$ cat config.mk
export PLATFORM = sky130hd
export DESIGN_NAME = trng_reader
export DESIGN_NICKNAME = d
export VERILOG_FILES = /design/src/rtl/trng_reader.sv
export SDC_FILE = /design/constraint.sdc
export NUM_CORES = 1
export LEC_CHECK = 0
export ABC_AREA = 1
export CELL_PAD_IN_SITES_DETAIL_PLACEMENT = 1
export CELL_PAD_IN_SITES_GLOBAL_PLACEMENT = 1
export CORE_MARGIN = 1.5
export CORE_UTILIZATION = 43
export CTS_BUF_LIST = sky130_fd_sc_hd__clkbuf_2
export CTS_CLUSTER_SIZE = 28
export DETAILED_ROUTE_END_ITERATION = 10
export GPL_TIMING_DRIVEN = 0
export HOLD_SLACK_MARGIN = 0.15
export PLACE_DENSITY = 0.81
export SKIP_CTS_REPAIR_TIMING = 1
export SLEW_MARGIN = 5
export SYNTH_ARGS = -nofsm -noshare
export SYNTH_HDL_FRONTEND = slang
export SYNTH_SLANG_ARGS = --single-unit
$ cat constraint.sdc
create_clock -name i_clk -period 2.77 [get_ports i_clk]
set_input_delay 0.6925 -clock i_clk [delete_from_list [all_inputs] [get_ports i_clk]]
set_output_delay 0.6925 -clock i_clk [all_outputs]
set_load 0.005 [all_outputs]
$ cat src/rtl/trng_reader.sv
// rtl/trng_reader.sv - TRNG consumer: decimate, RCT health test, von Neumann debias, pack, FWFT FIFO
//
// Purpose: samples the ring generator's serial bit every DECIM enabled cycles,
// runs a repetition-count health test on raw samples, debiases sample pairs,
// packs debiased bits LSB-first into OUT_W-bit words and buffers them in a
// first-word-fall-through FIFO.
//
// Ports:
//   i_clk       clock
//   i_rst       asynchronous active-high reset
//   i_en        sampling enable (decimation counter held at 0 while low)
//   i_clr       synchronous clear of all state, highest priority
//   i_bit       serial entropy bit
//   i_ready     downstream ready
//   o_valid     FIFO not empty
//   o_data      FIFO head word (holds last head when empty)
//   o_level     FIFO occupancy
//   o_rct_fail  sticky repetition-count failure
module trng_reader #(
  parameter int OUT_W      = 8,
  parameter int FIFO_DEPTH = 4,
  parameter int DECIM      = 4,
  parameter int RCT_CUTOFF = 32
) (
  input  logic                         i_clk,
  input  logic                         i_rst,
  input  logic                         i_en,
  input  logic                         i_clr,
  input  logic                         i_bit,
  input  logic                         i_ready,
  output logic                         o_valid,
  output logic [OUT_W-1:0]             o_data,
  output logic [$clog2(FIFO_DEPTH):0]  o_level,
  output logic                         o_rct_fail
);

  localparam int              AW       = $clog2(FIFO_DEPTH);
  localparam int              CW       = $clog2(OUT_W);
  localparam logic [7:0]      DC_LAST  = 8'(DECIM - 1);
  localparam logic [7:0]      RC_MAX   = 8'(RCT_CUTOFF);
  localparam logic [CW-1:0]   CNT_LAST = CW'(OUT_W - 1);
  localparam logic [AW:0]     LVL_FULL = {1'b1, {AW{1'b0}}};

  logic [7:0]       r_dc;
  logic             r_s;
  logic             r_seen;
  logic [7:0]       r_rc;
  logic             r_fail;
  logic             r_phase;
  logic             r_a;
  logic [OUT_W-1:0] r_word;
  logic [CW-1:0]    r_cnt;
  logic             r_full;
  logic [OUT_W-1:0] r_mem [FIFO_DEPTH];
  logic [AW-1:0]    r_wp;
  logic [AW-1:0]    r_rp;
  logic [AW:0]      r_level;
  logic [OUT_W-1:0] r_hold;

  logic             w_strobe;
  logic [7:0]       w_rc_next;
  logic             w_fail_set;
  logic             w_fail;
  logic             w_db_valid;
  logic             w_pop;
  logic             w_push;

  always_comb begin
    w_strobe = i_en && (r_dc == DC_LAST);
    w_rc_next = 8'd1;
    if (r_seen && (i_bit == r_s)) begin
      w_rc_next = (r_rc == RC_MAX) ? RC_MAX : r_rc + 8'd1;
    end
    w_fail_set = w_strobe && (w_rc_next == RC_MAX);
    // Flush/clear takes effect on the same edge the flag sets.
    w_fail     = r_fail || w_fail_set;
    // Second sample of a pair that differs from the first yields bit r_a.
    w_db_valid = w_strobe && r_phase && (i_bit != r_a);
    w_pop      = (r_level != '0) && i_ready;
    w_push     = r_full && !w_fail && ((r_level != LVL_FULL) || w_pop);
  end

  assign o_valid    = (r_level != '0);
  assign o_data     = o_valid ? r_mem[r_rp] : r_hold;
  assign o_level    = r_level;
  assign o_rct_fail = r_fail;

  // Decimation and repetition-count test.
  always_ff @(posedge i_clk or posedge i_rst) begin
    if (i_rst) begin
      r_dc   <= '0;
      r_s    <= 1'b0;
      r_seen <= 1'b0;
      r_rc   <= '0;
      r_fail <= 1'b0;
    end else if (i_clr) begin
      r_dc   <= '0;
      r_s    <= 1'b0;
      r_seen <= 1'b0;
      r_rc   <= '0;
      r_fail <= 1'b0;
    end else begin
      if (!i_en || w_strobe) begin
        r_dc <= '0;
      end else begin
        r_dc <= r_dc + 8'd1;
      end
      if (w_strobe) begin
        r_s    <= i_bit;
        r_seen <= 1'b1;
        r_rc   <= w_rc_next;
      end
      if (w_fail_set) begin
        r_fail <= 1'b1;
      end
    end
  end

  // Pairing and packer. A complete word sits in r_word until it can be pushed;
  // debiased bits arriving meanwhile are dropped.
  always_ff @(posedge i_clk or posedge i_rst) begin
    if (i_rst) begin
      r_phase <= 1'b0;
      r_a     <= 1'b0;
      r_word  <= '0;
      r_cnt   <= '0;
      r_full  <= 1'b0;
    end else if (i_clr || w_fail) begin
      r_phase <= 1'b0;
      r_a     <= 1'b0;
      r_word  <= '0;
      r_cnt   <= '0;
      r_full  <= 1'b0;
    end else begin
      if (w_strobe) begin
        r_phase <= !r_phase;
        if (!r_phase) begin
          r_a <= i_bit;
        end
      end
      if (w_push) begin
        r_full <= 1'b0;
      end
      if (w_db_valid && !r_full) begin
        r_word[r_cnt] <= r_a;
        if (r_cnt == CNT_LAST) begin
          r_cnt  <= '0;
          r_full <= 1'b1;
        end else begin
          r_cnt <= r_cnt + 1'b1;
        end
      end
    end
  end

  // FIFO storage and pointers; r_hold keeps the last head for the empty case.
  always_ff @(posedge i_clk or posedge i_rst) begin
    if (i_rst) begin
      for (int i = 0; i < FIFO_DEPTH; i++) r_mem[i] <= '0;
      r_wp    <= '0;
      r_rp    <= '0;
      r_level <= '0;
      r_hold  <= '0;
    end else if (i_clr) begin
      for (int i = 0; i < FIFO_DEPTH; i++) r_mem[i] <= '0;
      r_wp    <= '0;
      r_rp    <= '0;
      r_level <= '0;
      r_hold  <= '0;
    end else if (w_fail) begin
      r_wp    <= '0;
      r_rp    <= '0;
      r_level <= '0;
    end else begin
      if (o_valid) begin
        r_hold <= r_mem[r_rp];
      end
      if (w_push) begin
        r_mem[r_wp] <= r_word;
        r_wp        <= r_wp + 1'b1;
      end
      if (w_pop) begin
        r_rp <= r_rp + 1'b1;
      end
      case ({w_push, w_pop})
        2'b10:   r_level <= r_level + 1'b1;
        2'b01:   r_level <= r_level - 1'b1;
        default: r_level <= r_level;
      endcase
    end
  end

endmodule

==> flow_summary.json <==
{
  "status": "complete, no violations",
  "required_ps": 2080,
  "r2r-end": "o_level[2]$_DFFE_PP0P_",
  "ant_nets": 0,
  "syn2layout_area_growth_pct": 15.9,
  "crit_slowest_cell": "clkdlybuf4s50_1",
  "dieWidth_um": 103,
  "rrSetupSlack_ps": 240,
  "p_leak_nw": 2.51,
  "slew-limit-headroom_pct": 70.9,
  "multi_input_area_um2": 2040,
  "finalHoldViolCount": 0,
  "synthArstFlopShare_pct": 100,
  "cp.arrival_ps": 1970,
  "path_class": "flop to output pin",
  "power.density_nw_per_um2": 385,
  "vias": 3689,
  "cts_max_level": 3,
  "dp_hpwl_um": 7880,
  "seq_area_frac_synth_pct": 46.8,
  "vdd_ir_drop_max_v": 0.000170,
  "cp_cell_sequence": "nor2_2, nand2_2, clkbuf_4, clkdlybuf4s50_1",
  "yosysTopAreaCellShare_pct": 46.8,
  "rsz0062_at_grt": "true",
  "layoutNonFillerInstCount": 727,
  "finalCriticalPeriod_ps": 2660,
  "path_max_fanout": 10,
  "die_h_um": 103,
  "maxCapViolations": 0,
  "clk_latency_ps": 560,
  "route.detailed.drc": 0,
  "yosys-top-cells-area": "dfrtp_1, nand2_1, inv_1",
  "drt-initial-drc-count": 145,
  "critPathMaxStageDelay_ps": 510,
  "period_share_pct": 96.1,
  "tns_ps": 0,
  "post-route-worst-setup-slack_ps": 108,
  "synth_area_um2": 4280,
  "die-area_um2": 10600,
  "crit_family": "buffers and inverters",
  "drt_wl_total_um": 11000,
  "seq_area_um2": 2010,
  "yosys.cell_types.count": 37,
  "r2r-start": "r_rc[0]$_DFFE_PP0P_",
  "synth_edf_count": 0,
  "hp-class": "input pin to asynchronous set/reset pin",
  "end_kind": "output pin",
  "port-buffer-count": 17,
  "start_util_pct": 44.0,
  "coreArea_um2": 9730,
  "clk_pin_slew_ps": 230,
  "synth-seq-cells": 80,
  "wl_per_cell_um": 15.1,
  "yosys_most_used_dff": "dfrtp_1",
  "cts_buffer_depth": 2,
  "root_buffer": "clkbuf_2",
  "max_freq_ghz": 0.376,
  "grt_start_max_net_pins": 66,
  "grt_pass1_wl_um": 18200,
  "grt_remaining_overflow": 0,
  "yosysTopAreaCell": "dfrtp_1",
  "place_ws_ps": -607,
  "drive_gt1_share_pct": 16.3,
  "grt_pass1_vias": 3821,
  "cts_inserted_buffers": 9,
  "syn_nets": 561,
  "path_buf_inv": 2,
  "place.gp.congestion": 0.828,
  "yosysWarnings": 0,
  "tightestPinTransition_ps": 437,
  "utilization_pct": 51.0,
  "cts_tree": "yes",
  "syn_area_per_cell_um2": 7.85,
  "avgViaCountPerCell": 5.07,
  "critPathLaunchType": "flop",
  "numClockSinks": 80,
  "skew_ps": 21.3,
  "setup_viol": 0,
  "io_pins": 19,
  "dr.pass1.iters": 4,
  "num_rows": 36,
  "grtUsageTotal_pct": 22.4,
  "antenna_found_initial": 0,
  "total_power_w": 0.00191,
  "place_inst": 696,
  "postSynthCellCount": 545,
  "n_antenna_cell": 0,
  "final_net_count": 605,
  "n_fill_cell": 1242,
  "reg2reg_depth": 18,
  "slew_viol_final": 0
}
-- worst reg2reg max path, cell delays in order (launching register included) --
cell	delay (ps)
dfrtp_1	460
inv_2	100
ha_1	180
nand2_1	70
nor2_2	110
nand3_2	110
nand3_2	100
nand2_1	70
nor2_2	100
nand3_2	110
nand3_4	90
nand2_2	110
fa_2	360
xor2_1	200
inv_1	60
nand2_1	60
nand2_1	50
nand3_1	80
nand2_1	50
-- per-stage QoR --
| stage | instance area [µm²] | hold slack, ps |
|---|---|---|
| finish | 4960 | 368 |
| global route | 4960 | 334 |
| CTS | 4760 | 320 |
| detailed placement | 4650 | 454 |
| global placement | 4620 | 446 |
| floorplan | 4280 | 433 |
-- how the worst max path moves through the flow --
stage | endpoint | from | slack, ps | depth (start not counted)
after floorplan | o_level[0]$_DFFE_PP0P_ | i_rst | 30 | 1
after global placement | r_hold[3]$_DFFE_PP0N_ | i_rst | -1410 | 2
after detailed placement | o_level[2]$_DFFE_PP0P_ | i_bit | -610 | 17
after CTS | o_data[3] | r_rp[0]$_DFFE_PP0P_ | -840 | 8
after global routing | o_data[6] | r_rp[0]$_DFFE_PP0P_ | -60 | 7
final | o_valid | o_level[1]$_DFFE_PP0P_ | 110 | 4
-- per-layer routing --
metal	share of wire, %	vias to the layer above	track usage, %
met1	48	1784	29.5
met4	2.1	0	9.46
met2	47	46	37.7
li1	-	1841	-
met5	0	-	0
met3	2.5	18	2.64
-- state kept, by name, summed over array words and instances, names as in the netlist --
signal and flops:
r_rc 8, r_wp 2, r_word 8, r_cnt 3, r_mem 32, r_full 1
r_hold 8, r_dc 8, r_a 1, r_rp 2, o_level 3, r_phase 1
o_rct_fail 1, r_seen 1, r_s 1
-- synth_stat cells, types with 7 or more instances --
library cell and n:
inv_1 58, nor2_4 8, dfrtp_1 80, nand4_1 9
a21oi_1 17, o21ai_0 42, nand3_1 29, nor3_1 7
o22ai_1 12, ha_1 9, nor2_1 56, nand2_1 164
-- layout make-up --
type / instances / share of cell area, %
Multi-Input combinational cell: 391 / 41.0
Sequential cell: 80 / 40.4
Timing Repair Buffer: 34 / 6.71
Inverter: 64 / 4.94
Tap cell: 133 / 3.35
Clock inverter: 7 / 1.41
Buffer: 9 / 1.24
Clock buffer: 9 / 0.908
-- power by group --
part / switching (W) / total, W / internal [W]
combinational: 0.0000630 / 0.0000855 / 0.0000225
sequential: 0.00000136 / 0.00117 / 0.00117
clock: 0.000441 / 0.000652 / 0.000211
total: 0.000506 / 0.00191 / 0.00141
-- cell families (layout without fill, tap and decap cells) --
kind of cell	count (synthesis)	after routing	synth area share, %
flip-flops	80	80	46.8
AND/OR/NAND/NOR	294	294	31.1
adder cells (fa/ha/maj)	10	10	3.10
buffers and inverters	74	123	6.78
AO/OA/AOI/OAI	83	83	11.4
XOR/XNOR	4	4	0.818
-- layout by cell type (no fill, tap or decap), types with 7 or more instances in the layout --
cell type and count:
nand2_2 8, nor2_1 52, dfrtp_1 77, inv_1 54, nand4_1 9, o22ai_1 11
a21oi_1 17, nor3_1 7, nand3_1 26, nor2_4 8, o21ai_0 42, dlymetal6s2s_1 8
clkbuf_2 9, clkdlybuf4s50_1 8, buf_4 17, nand2_1 162, inv_2 7, ha_1 7
(Power assumes the default switching activity.)
